<file path="src/rtl/cam_video_timing_if.sv">
// cam_video_timing_if: camera byte bus in (master drives), assembled pixel and timing status out (slave drives)
interface cam_video_timing_if;
  logic [7:0] din;
  logic href, vsync;
  logic [15:0] pixel;
  logic pixel_valid, active_video, hblank, hsync, vblank, frame_done, frame_err;
  logic [9:0] line_count;
  modport master (
    output din, href, vsync,
    input pixel, pixel_valid, active_video, hblank, hsync, vblank, frame_done, line_count, frame_err
  );
  modport slave (
    input din, href, vsync,
    output pixel, pixel_valid, active_video, hblank, hsync, vblank, frame_done, line_count, frame_err
  );
endinterface

</file>
<file path="src/rtl/cam_video_timing.sv">
// cam_video_timing: pairs camera bytes into 16-bit pixels and tracks line/frame timing with a sticky error flag (ports: clk, reset active-low async, bus slave)
module cam_video_timing #(
  parameter int H_ACTIVE = 640,
  parameter int V_ACTIVE = 480
) (
  input logic clk,
  input logic reset,
  cam_video_timing_if.slave bus
);
  typedef enum logic [1:0] {WAIT_FRAME, VBLANK, LINE, HBLANK} state_t;
  localparam logic [10:0] H_PIX = 11'(H_ACTIVE);
  localparam logic [9:0] V_LINES = 10'(V_ACTIVE);
  state_t state, nxt;
  logic [7:0] din_r, hi;
  logic href_r, href_p, vsync_r, vsync_p, phase;
  logic href_rise, href_fall, vsync_rise, vsync_fall, cap, line_end, frame_end;
  logic [10:0] pix_cnt;
  logic [9:0] line_inc;
  assign href_rise = href_r & ~href_p;
  assign href_fall = ~href_r & href_p;
  assign vsync_rise = vsync_r & ~vsync_p;
  assign vsync_fall = ~vsync_r & vsync_p;
  assign line_inc = &bus.line_count ? bus.line_count : bus.line_count + 10'd1;
  assign bus.active_video = state == LINE;
  assign bus.hblank = state == HBLANK;
  assign bus.vblank = state == WAIT_FRAME || state == VBLANK;
  always_ff @(posedge clk or negedge reset)
    if (!reset) state <= WAIT_FRAME;
    else state <= nxt;
  // the byte on the href rising edge belongs to the new line, so capture follows the next state
  always_comb begin
    nxt = state;
    case (state)
      WAIT_FRAME: nxt = vsync_fall ? VBLANK : WAIT_FRAME;
      VBLANK:     nxt = href_rise ? LINE : VBLANK;
      LINE:       nxt = vsync_rise ? VBLANK : href_fall ? HBLANK : LINE;
      HBLANK:     nxt = vsync_rise ? VBLANK : href_rise ? LINE : HBLANK;
      default:    nxt = WAIT_FRAME;
    endcase
    cap = href_r && nxt == LINE;
    line_end = state == LINE && (href_fall || vsync_rise);
    frame_end = (state == LINE || state == HBLANK) && vsync_rise;
  end
  always_ff @(posedge clk or negedge reset)
    if (!reset) begin
      din_r <= '0; hi <= '0; phase <= 1'b0; pix_cnt <= '0;
      href_r <= 1'b0; href_p <= 1'b0; vsync_r <= 1'b0; vsync_p <= 1'b0;
      bus.pixel <= '0; bus.pixel_valid <= 1'b0; bus.hsync <= 1'b0; bus.frame_done <= 1'b0;
      bus.line_count <= '0; bus.frame_err <= 1'b0;
    end else begin
      din_r <= bus.din; href_r <= bus.href; href_p <= href_r;
      vsync_r <= bus.vsync; vsync_p <= vsync_r;
      phase <= cap && !phase;
      if (cap && !phase) hi <= din_r;
      if (cap && phase) bus.pixel <= {hi, din_r};
      bus.pixel_valid <= cap && phase;
      pix_cnt <= cap && state != LINE ? '0 : cap && phase && !(&pix_cnt) ? pix_cnt + 11'd1 : pix_cnt;
      bus.hsync <= line_end;
      bus.frame_done <= frame_end;
      bus.line_count <= bus.frame_done ? '0 : line_end ? line_inc : bus.line_count;
      // a frame closing on the same cycle as its last line counts that line
      bus.frame_err <= bus.frame_err || (line_end && (pix_cnt != H_PIX || phase))
        || (frame_end && (line_end ? line_inc : bus.line_count) != V_LINES)
        || (state == VBLANK && vsync_rise);
    end
endmodule

</file>
<file path="src/flat_wrapper.sv">
// flat-port wrapper written by rule: the top's interface ports become plain ports
module cam_video_timing_flat 
#(
  parameter int H_ACTIVE = 640,
  parameter int V_ACTIVE = 480
)
  (clk, reset, bus_din, bus_href, bus_vsync, bus_pixel, bus_pixel_valid, bus_active_video, bus_hblank, bus_hsync, bus_vblank, bus_frame_done, bus_line_count, bus_frame_err);
  cam_video_timing_if bus_i ();
  input logic clk;
  input logic reset;
  input wire logic [$bits(bus_i.din)-1:0] bus_din;
  input wire logic [$bits(bus_i.href)-1:0] bus_href;
  input wire logic [$bits(bus_i.vsync)-1:0] bus_vsync;
  output wire logic [$bits(bus_i.pixel)-1:0] bus_pixel;
  output wire logic [$bits(bus_i.pixel_valid)-1:0] bus_pixel_valid;
  output wire logic [$bits(bus_i.active_video)-1:0] bus_active_video;
  output wire logic [$bits(bus_i.hblank)-1:0] bus_hblank;
  output wire logic [$bits(bus_i.hsync)-1:0] bus_hsync;
  output wire logic [$bits(bus_i.vblank)-1:0] bus_vblank;
  output wire logic [$bits(bus_i.frame_done)-1:0] bus_frame_done;
  output wire logic [$bits(bus_i.line_count)-1:0] bus_line_count;
  output wire logic [$bits(bus_i.frame_err)-1:0] bus_frame_err;
  assign bus_i.din = bus_din;
  assign bus_i.href = bus_href;
  assign bus_i.vsync = bus_vsync;
  assign bus_pixel = bus_i.pixel;
  assign bus_pixel_valid = bus_i.pixel_valid;
  assign bus_active_video = bus_i.active_video;
  assign bus_hblank = bus_i.hblank;
  assign bus_hsync = bus_i.hsync;
  assign bus_vblank = bus_i.vblank;
  assign bus_frame_done = bus_i.frame_done;
  assign bus_line_count = bus_i.line_count;
  assign bus_frame_err = bus_i.frame_err;
  cam_video_timing #(.H_ACTIVE(H_ACTIVE), .V_ACTIVE(V_ACTIVE)) u_core (.clk(clk), .reset(reset), .bus(bus_i));
endmodule
</file>
<file path="config.mk">
export PLATFORM = sky130hd
export DESIGN_NAME = cam_video_timing_flat
export DESIGN_NICKNAME = d
export VERILOG_FILES = /design/src/rtl/cam_video_timing_if.sv /design/src/rtl/cam_video_timing.sv /design/src/flat_wrapper.sv
export SDC_FILE = /design/constraint.sdc
export NUM_CORES = 1
export LEC_CHECK = 0
export CORE_ASPECT_RATIO = 0.5
export CORE_MARGIN = 8
export CORE_UTILIZATION = 25
export CTS_CLUSTER_DIAMETER = 200
export CTS_CLUSTER_SIZE = 25
export DETAILED_ROUTE_END_ITERATION = 12
export GPL_TIMING_DRIVEN = 0
export HOLD_SLACK_MARGIN = 0.02
export PLACE_DENSITY = 0.45
export SETUP_SLACK_MARGIN = 0.05
export SYNTH_ARGS = -nofsm -noshare
export SYNTH_HDL_FRONTEND = slang
export SYNTH_SLANG_ARGS = --single-unit
</file>
<file path="constraint.sdc">
create_clock -name clk -period 3.1 [get_ports clk]
set_clock_uncertainty 0.05 [all_clocks]
set_input_delay 0.465 -clock clk [delete_from_list [all_inputs] [get_ports clk]]
set_output_delay 0.465 -clock clk [all_outputs]
set_load 0.05 [all_outputs]
</file>
==> results of run 1 <==
## metrics by stage
| step | cell area (µm²) | setup slack (ps) | setup TNS, ps | power, mW | instances |
|---|---|---|---|---|---|
| 2_1_floorplan | 2830 | 555 | 0 | 1.98 | 264 |
| 3_3_place_gp | 3450 | -618 | -39210 | 2.40 | 453 |
| 3_5_place_dp | 3450 | 694 | 0 | 2.41 | 453 |
| 4_1_cts | 3780 | 648 | 0 | 3.55 | 469 |
| 5_1_grt | 3780 | 494 | 0 | 3.69 | 469 |
| 6_report | 3780 | 659 | 0 | 3.48 | 469 |
## routing by layer
layer / vias up / routed length [µm] / share of wire (%)
met4: 0 / 119 / 1.8
met5: - / 0 / 0
met3: 10 / 283 / 4.3
li1: 1015 / - / -
met1: 1016 / 3200 / 48
met2: 40 / 3040 / 46
## power by group through the flow
stage	Sequential [mW]	Clock, mW	Combinational [mW]
after global placement	1.20	0	1.20
after CTS	1.19	1.14	1.22
after global routing	1.22	1.18	1.28
final	1.19	1.10	1.19
after detailed placement	1.20	0	1.21
after floorplan	1.61	0	0.370
## cell usage in the layout (no fill, tap or decap), types with 5 or more instances in the layout
master	count
dfrtp_1	64
nand2_1	61
clkdlybuf4s50_1	43
nor2_1	26
xor2_1	9
clkbuf_16	9
inv_1	8
nand4_1	8
mux2_2	8
nand3_1	6
o21ai_0	5
## final cells by class
cell class | count | area (µm²)
inverter | 9 | 33.8
timing repair buffer | 44 | 438
clock buffer | 10 | 239
buffer | 9 | 48.8
sequential | 64 | 1600
tap | 145 | 181
multi-input combinational | 182 | 1150
clock inverter | 6 | 91.3
fill | 1116 | 7230
## sequential cells by signal, summed over array words and instances (netlist names), 2 cells and up
| name | flops |
|---|---|
| u_core.pix_cnt | 11 |
| u_core.din_r | 8 |
| u_core.bus.line_count | 10 |
| u_core.hi | 8 |
| u_core.state | 2 |
| u_core.bus.pixel | 16 |
## kinds of logic after synthesis
group / Yosys count / share of synthesized area, %
simple gates: 126 / 21.4
xor+xnor: 12 / 3.71
fa+ha+maj: 3 / 1.33
compound gates: 28 / 9.06
mux: 13 / 5.00
buf+inv: 18 / 2.92
flops: 64 / 56.6
## critical path, stage by stage, from the launching register on
cell	delay (ps)
dfrtp_1	460
ha_1	180
buf_2	180
nand2_1	200
nor3_2	230
nor2b_1	80
buf_6	130
or3_1	350
a2111oi_4	360
a21oi_2	90
## final timing paths
kind,slack (ps),end,cells after the start
setup reg to reg,660,u_core.bus.frame_err,9
hold reg to reg,410,u_core.bus.pixel[8],2
min in group clk,410,u_core.bus.pixel[8],2
hold / removal,180,u_core.bus.pixel[8],1
setup / recovery,660,u_core.bus.frame_err,9
max in group asynchronous,2290,u_core.bus.hsync,1
==> results.yml, run 1 <==
power_and_ir_drop:
  pwr-share-comb_pct: 34.2
  switchingPower_mw: 1.31
  static-leakage-power_nw: 1.61
  swShare_pct: 37.5
  p_per_area_mw_per_mm2: 922
  share_seq_of_total_power_pct: 34.2
  pwr-share-clk_pct: 31.7
  p_int_mw: 2.18
  ir_worst_vdd_v: 0.000356
grt:
  antenna_found_initial: 0
  groute.usage.overall_pct: 9.56
  met3_usage_pct: 3.32
  grt-busiest-layer: "met2"
  grt_pass1_vias: 2352
  grt_pass1_wl_mm: 11.8
  met2_usage_pct: 15.2
  grtUsageMet1_pct: 11.8
  grt-ovfl-total: 0
  grt_max_degree: 65
synthesis:
  synth-seq-cells: 64
  ys_seq_area_share_pct: 56.6
  synth_common_cells: "dfrtp_1, nand2_1, nor2_1"
  yosysUniqueCellTypes: 48
  synth_top_area_share_pct: 56.6
  synth-edff-count: 0
  synth_warnings: 0
  synth.cell_area_mm2: 0.00283
  ys_async_sr_fraction_pct: 100
  synth.most_common_cell: "dfrtp_1"
  ys_top_cells_by_area: "dfrtp_1, nand2_1, nor2_1"
  syn_area_per_cell_um2: 10.7
  synth_ff_type: "dfrtp_1"
  synth_fp_nets: 279
  synth.largest_area_cell: "dfrtp_1"
  syn_inst: 264
outcome:
  status: "completed"
setup_path:
  worstPathArrival_ps: 2590
  cp-start-kind: "register"
  worstPathRequired_ps: 3250
  worstPathMaxFanout: 8
  worstSetupPathType: "reg -> reg"
  rr_startpoint: "u_core.bus.line_count[0]"
  startpoint: "u_core.bus.line_count[0]"
  endpoint_kind: "register"
die:
  die_y_um: 91.2
  dieArea_mm2: 0.0152
  row_count: 27
  start_util_pct: 25.7
  die_w_um: 166
  ioPinCount: 45
  core_area_mm2: 0.0110
route:
  wl_per_cell_um: 14.2
  ant_nets: 0
  drc: 0
  drt_iter0_drc: 98
  wirelength_mm: 6.64
  first_pass_iters: 4
  dr_total_vias: 2081
  avgViaCountPerCell: 4.44
timing:
  hold_viol: 0
  timing.final.max_slew_violations: 0
  rsz0062_at_grt: "false"
  tightestPinTransition_ps: 831
  setup_viol_count_final: 0
  maxSlewHeadroom_pct: 44.4
  fmax_mhz: 410
  whs_ps: 182
  fin_crit_ps: 2440
  fin_crit_sh_pct: 78.7
cts:
  cts_setup_buffers: 0
  cts_root_buffer: "clkbuf_16"
  ctsHoldBuffers: 0
  cts_htree_levels: 3
  cts_sinks: 64
  cts_buffers: 9
  path_clk_slew_ps: 60
  clockBufferDepth: 2
  cts_resized: 0
  cts_tree: "done"
  clk_latency_ps: 330
finish:
  drive_above_1_share_pct: 13.0
  syn2layout_area_growth_pct: 33.6
  fin_nets: 334
  final_util_pct: 34.3
  n_antenna_cell: 0
run:
  max_cap_viol_count: 0
placement:
  gp_congestion: 0.764
  hpwl_mm: 4.59
  port_buffers: 44
min_path:
  min_path_type: "in -> async"
No activity file was read; power rests on OpenSTA's default activity.
==> run 2: changes to the inputs <==
- PLACE_DENSITY: 0.45 -> 0.47
- clock period: 3.1 -> 2.06 ns (I/O delays scaled with it)
==> results.yml, run 2 (synthesis results as in run 1) <==
placement:
  gp_congestion: 0.787
  port_buffers: 44
  place_area_mm2: 0.00352
  hpwl_mm: 4.46
cts:
  cts_htree_levels: 3
  cts_root_buffer: "clkbuf_16"
  path_clk_slew_ps: 60
  cts_sinks: 64
  clk_latency_ps: 330
  cts_buffers: 9
  cts_tree: "done"
  clockBufferDepth: 2
  ctsHoldBuffers: 0
finish:
  largest_reg_flops: 16
  n_antenna_cell: 0
  syn2layout_area_growth_pct: 45.1
  drive_above_1_share_pct: 27.1
  reg_top3: "u_core.bus.pixel: 16 flops, u_core.pix_cnt: 11 flops, u_core.bus.line_count: 10 flops"
  regMostFlops: "u_core.bus.pixel"
  final_cell_area_mm2: 0.00411
  final_cell_mix: "nand2_1, dfrtp_1, clkdlybuf4s50_1"
  fin_nets: 357
  final_common_cell: "nand2_1"
  nFillCells: 1091
grt:
  antenna_found_initial: 0
  grt-ovfl-total: 0
  grt_pass1_vias: 2278
  grt_max_degree: 65
  groute.usage.overall_pct: 9.40
  grt_pass1_wl_mm: 11.6
setup_path:
  rr_startpoint: "u_core.bus.line_count[0]"
  worstPathRequired_ps: 2220
  worstSetupPathType: "reg -> reg"
  startpoint: "u_core.bus.line_count[0]"
  worstPathArrival_ps: 2220
  endpoint_kind: "register"
  worstPathMaxFanout: 3
  cp-start-kind: "register"
timing:
  fin_crit_ps: 2060
  fmax_mhz: 485
  setup_slack_ps: -3.73
  setup_viol_count_final: 1
  timing.final.max_slew_violations: 0
  maxSlewHeadroom_pct: 45.9
  hold_viol: 1
  rsz0062_at_grt: "true"
  fin_crit_sh_pct: 100
  tightestPinTransition_ps: 812
  whs_ps: -2.80
min_path:
  min_path_type: "in -> async"
die:
  start_util_pct: 25.7
  dieArea_mm2: 0.0152
  core_area_mm2: 0.0110
  row_count: 27
  ioPinCount: 45
  die_w_um: 166
  die_y_um: 91.2
power_and_ir_drop:
  p_per_area_mw_per_mm2: 1350
  ir_worst_vdd_v: 0.000717
  power_mw: 5.56
  static-leakage-power_nw: 1.78
route:
  dr_total_vias: 2179
  wl_per_cell_um: 13.6
  ant_nets: 0
  drc: 0
  first_pass_iters: 5
  avgViaCountPerCell: 4.43
  drt_iter0_drc: 61
  wirelength_mm: 6.69
outcome:
  status: "finished with violations"
  violations: "hold timing, setup timing"
run:
  max_cap_viol_count: 0
-- run 2: cell count changes in the layout (fill, tap and decap cells not counted), sizes merged --
cell and change:
bufinv +1, clkinv +3, buf +23, dlygate4sd2 +2, clkdlybuf4s15 +1, clkbuf +3
clkinvlp -3, inv -1, clkdlybuf4s50 -6
-- run 2: repair_timing --
action | 4_1_cts | 5_1_grt
setup buffers | 12 | 11
endpoints found under the setup margin | 23 | 15
gates cloned | 0 | 0
resized for setup | 13 | 14
pin swaps | 7 | 6
-- run 2: path summary, 6_finish.rpt --
check	endpoint	slack, ps	depth (start not counted)
max	u_core.bus.frame_err	-4	7
min	u_core.din_r[5]	-3	1
max reg2reg	u_core.bus.frame_err	-4	7
min reg2reg	u_core.href_p	380	0
max in group asynchronous	u_core.bus.line_count[0]	1310	1
min in group clk	u_core.din_r[1]	360	1
-- run 2: per-layer routing --
metal  routed length [µm]  up-vias  track usage (%)  share of wire [%]
li1                     -     1063                -                  -
met1                 3170     1056             11.6                 47
met2                 3090       51             14.5                 46
met3                  348        9             3.54                5.2
met4                   79        0             4.24                1.2
met5                    0        -                0                  0
-- run 2: cell type report --
| cell class | instances | area (µm²) | share of cell area (%) |
|---|---|---|---|
| well taps | 145 | 181 | 4.42 |
| flip-flops and latches | 64 | 1620 | 39.4 |
| clock inverters | 6 | 116 | 2.83 |
| clock buffers | 10 | 239 | 5.82 |
| repair buffers | 67 | 598 | 14.6 |
| multi-input cells | 182 | 1250 | 30.5 |
| inverters | 9 | 35.0 | 0.853 |
| plain buffers | 9 | 66.3 | 1.61 |
-- run 2: where the power goes --
part | switching [mW] | internal [mW] | total [mW]
combinational | 1.24 | 0.719 | 1.96
clock | 0.576 | 1.22 | 1.80
sequential | 0.222 | 1.58 | 1.80
-- run 2: critical path: stages (launching register included) --
cell       delay (ps)
dfrtp_4           430
buf_4             130
nand3_4           110
a211oi_4          270
mux2_4            320
o22a_1            220
a2111oi_4         330
a21oi_2            90
-- run 2: metrics by stage --
stage	cells	hold WS [ps]	util, %	TNS (ps)	setup WS, ps
2_1_floorplan	264	-36.6	-	-61.6	-61.6
3_3_place_gp	453	395	32.0	-99100	-1940
3_5_place_dp	453	401	31.9	-497	-117
4_1_cts	481	51.1	36.2	-16.0	-16.0
5_1_grt	492	87.1	37.3	-87.9	-87.9
6_report	492	-2.80	37.3	-3.73	-3.73
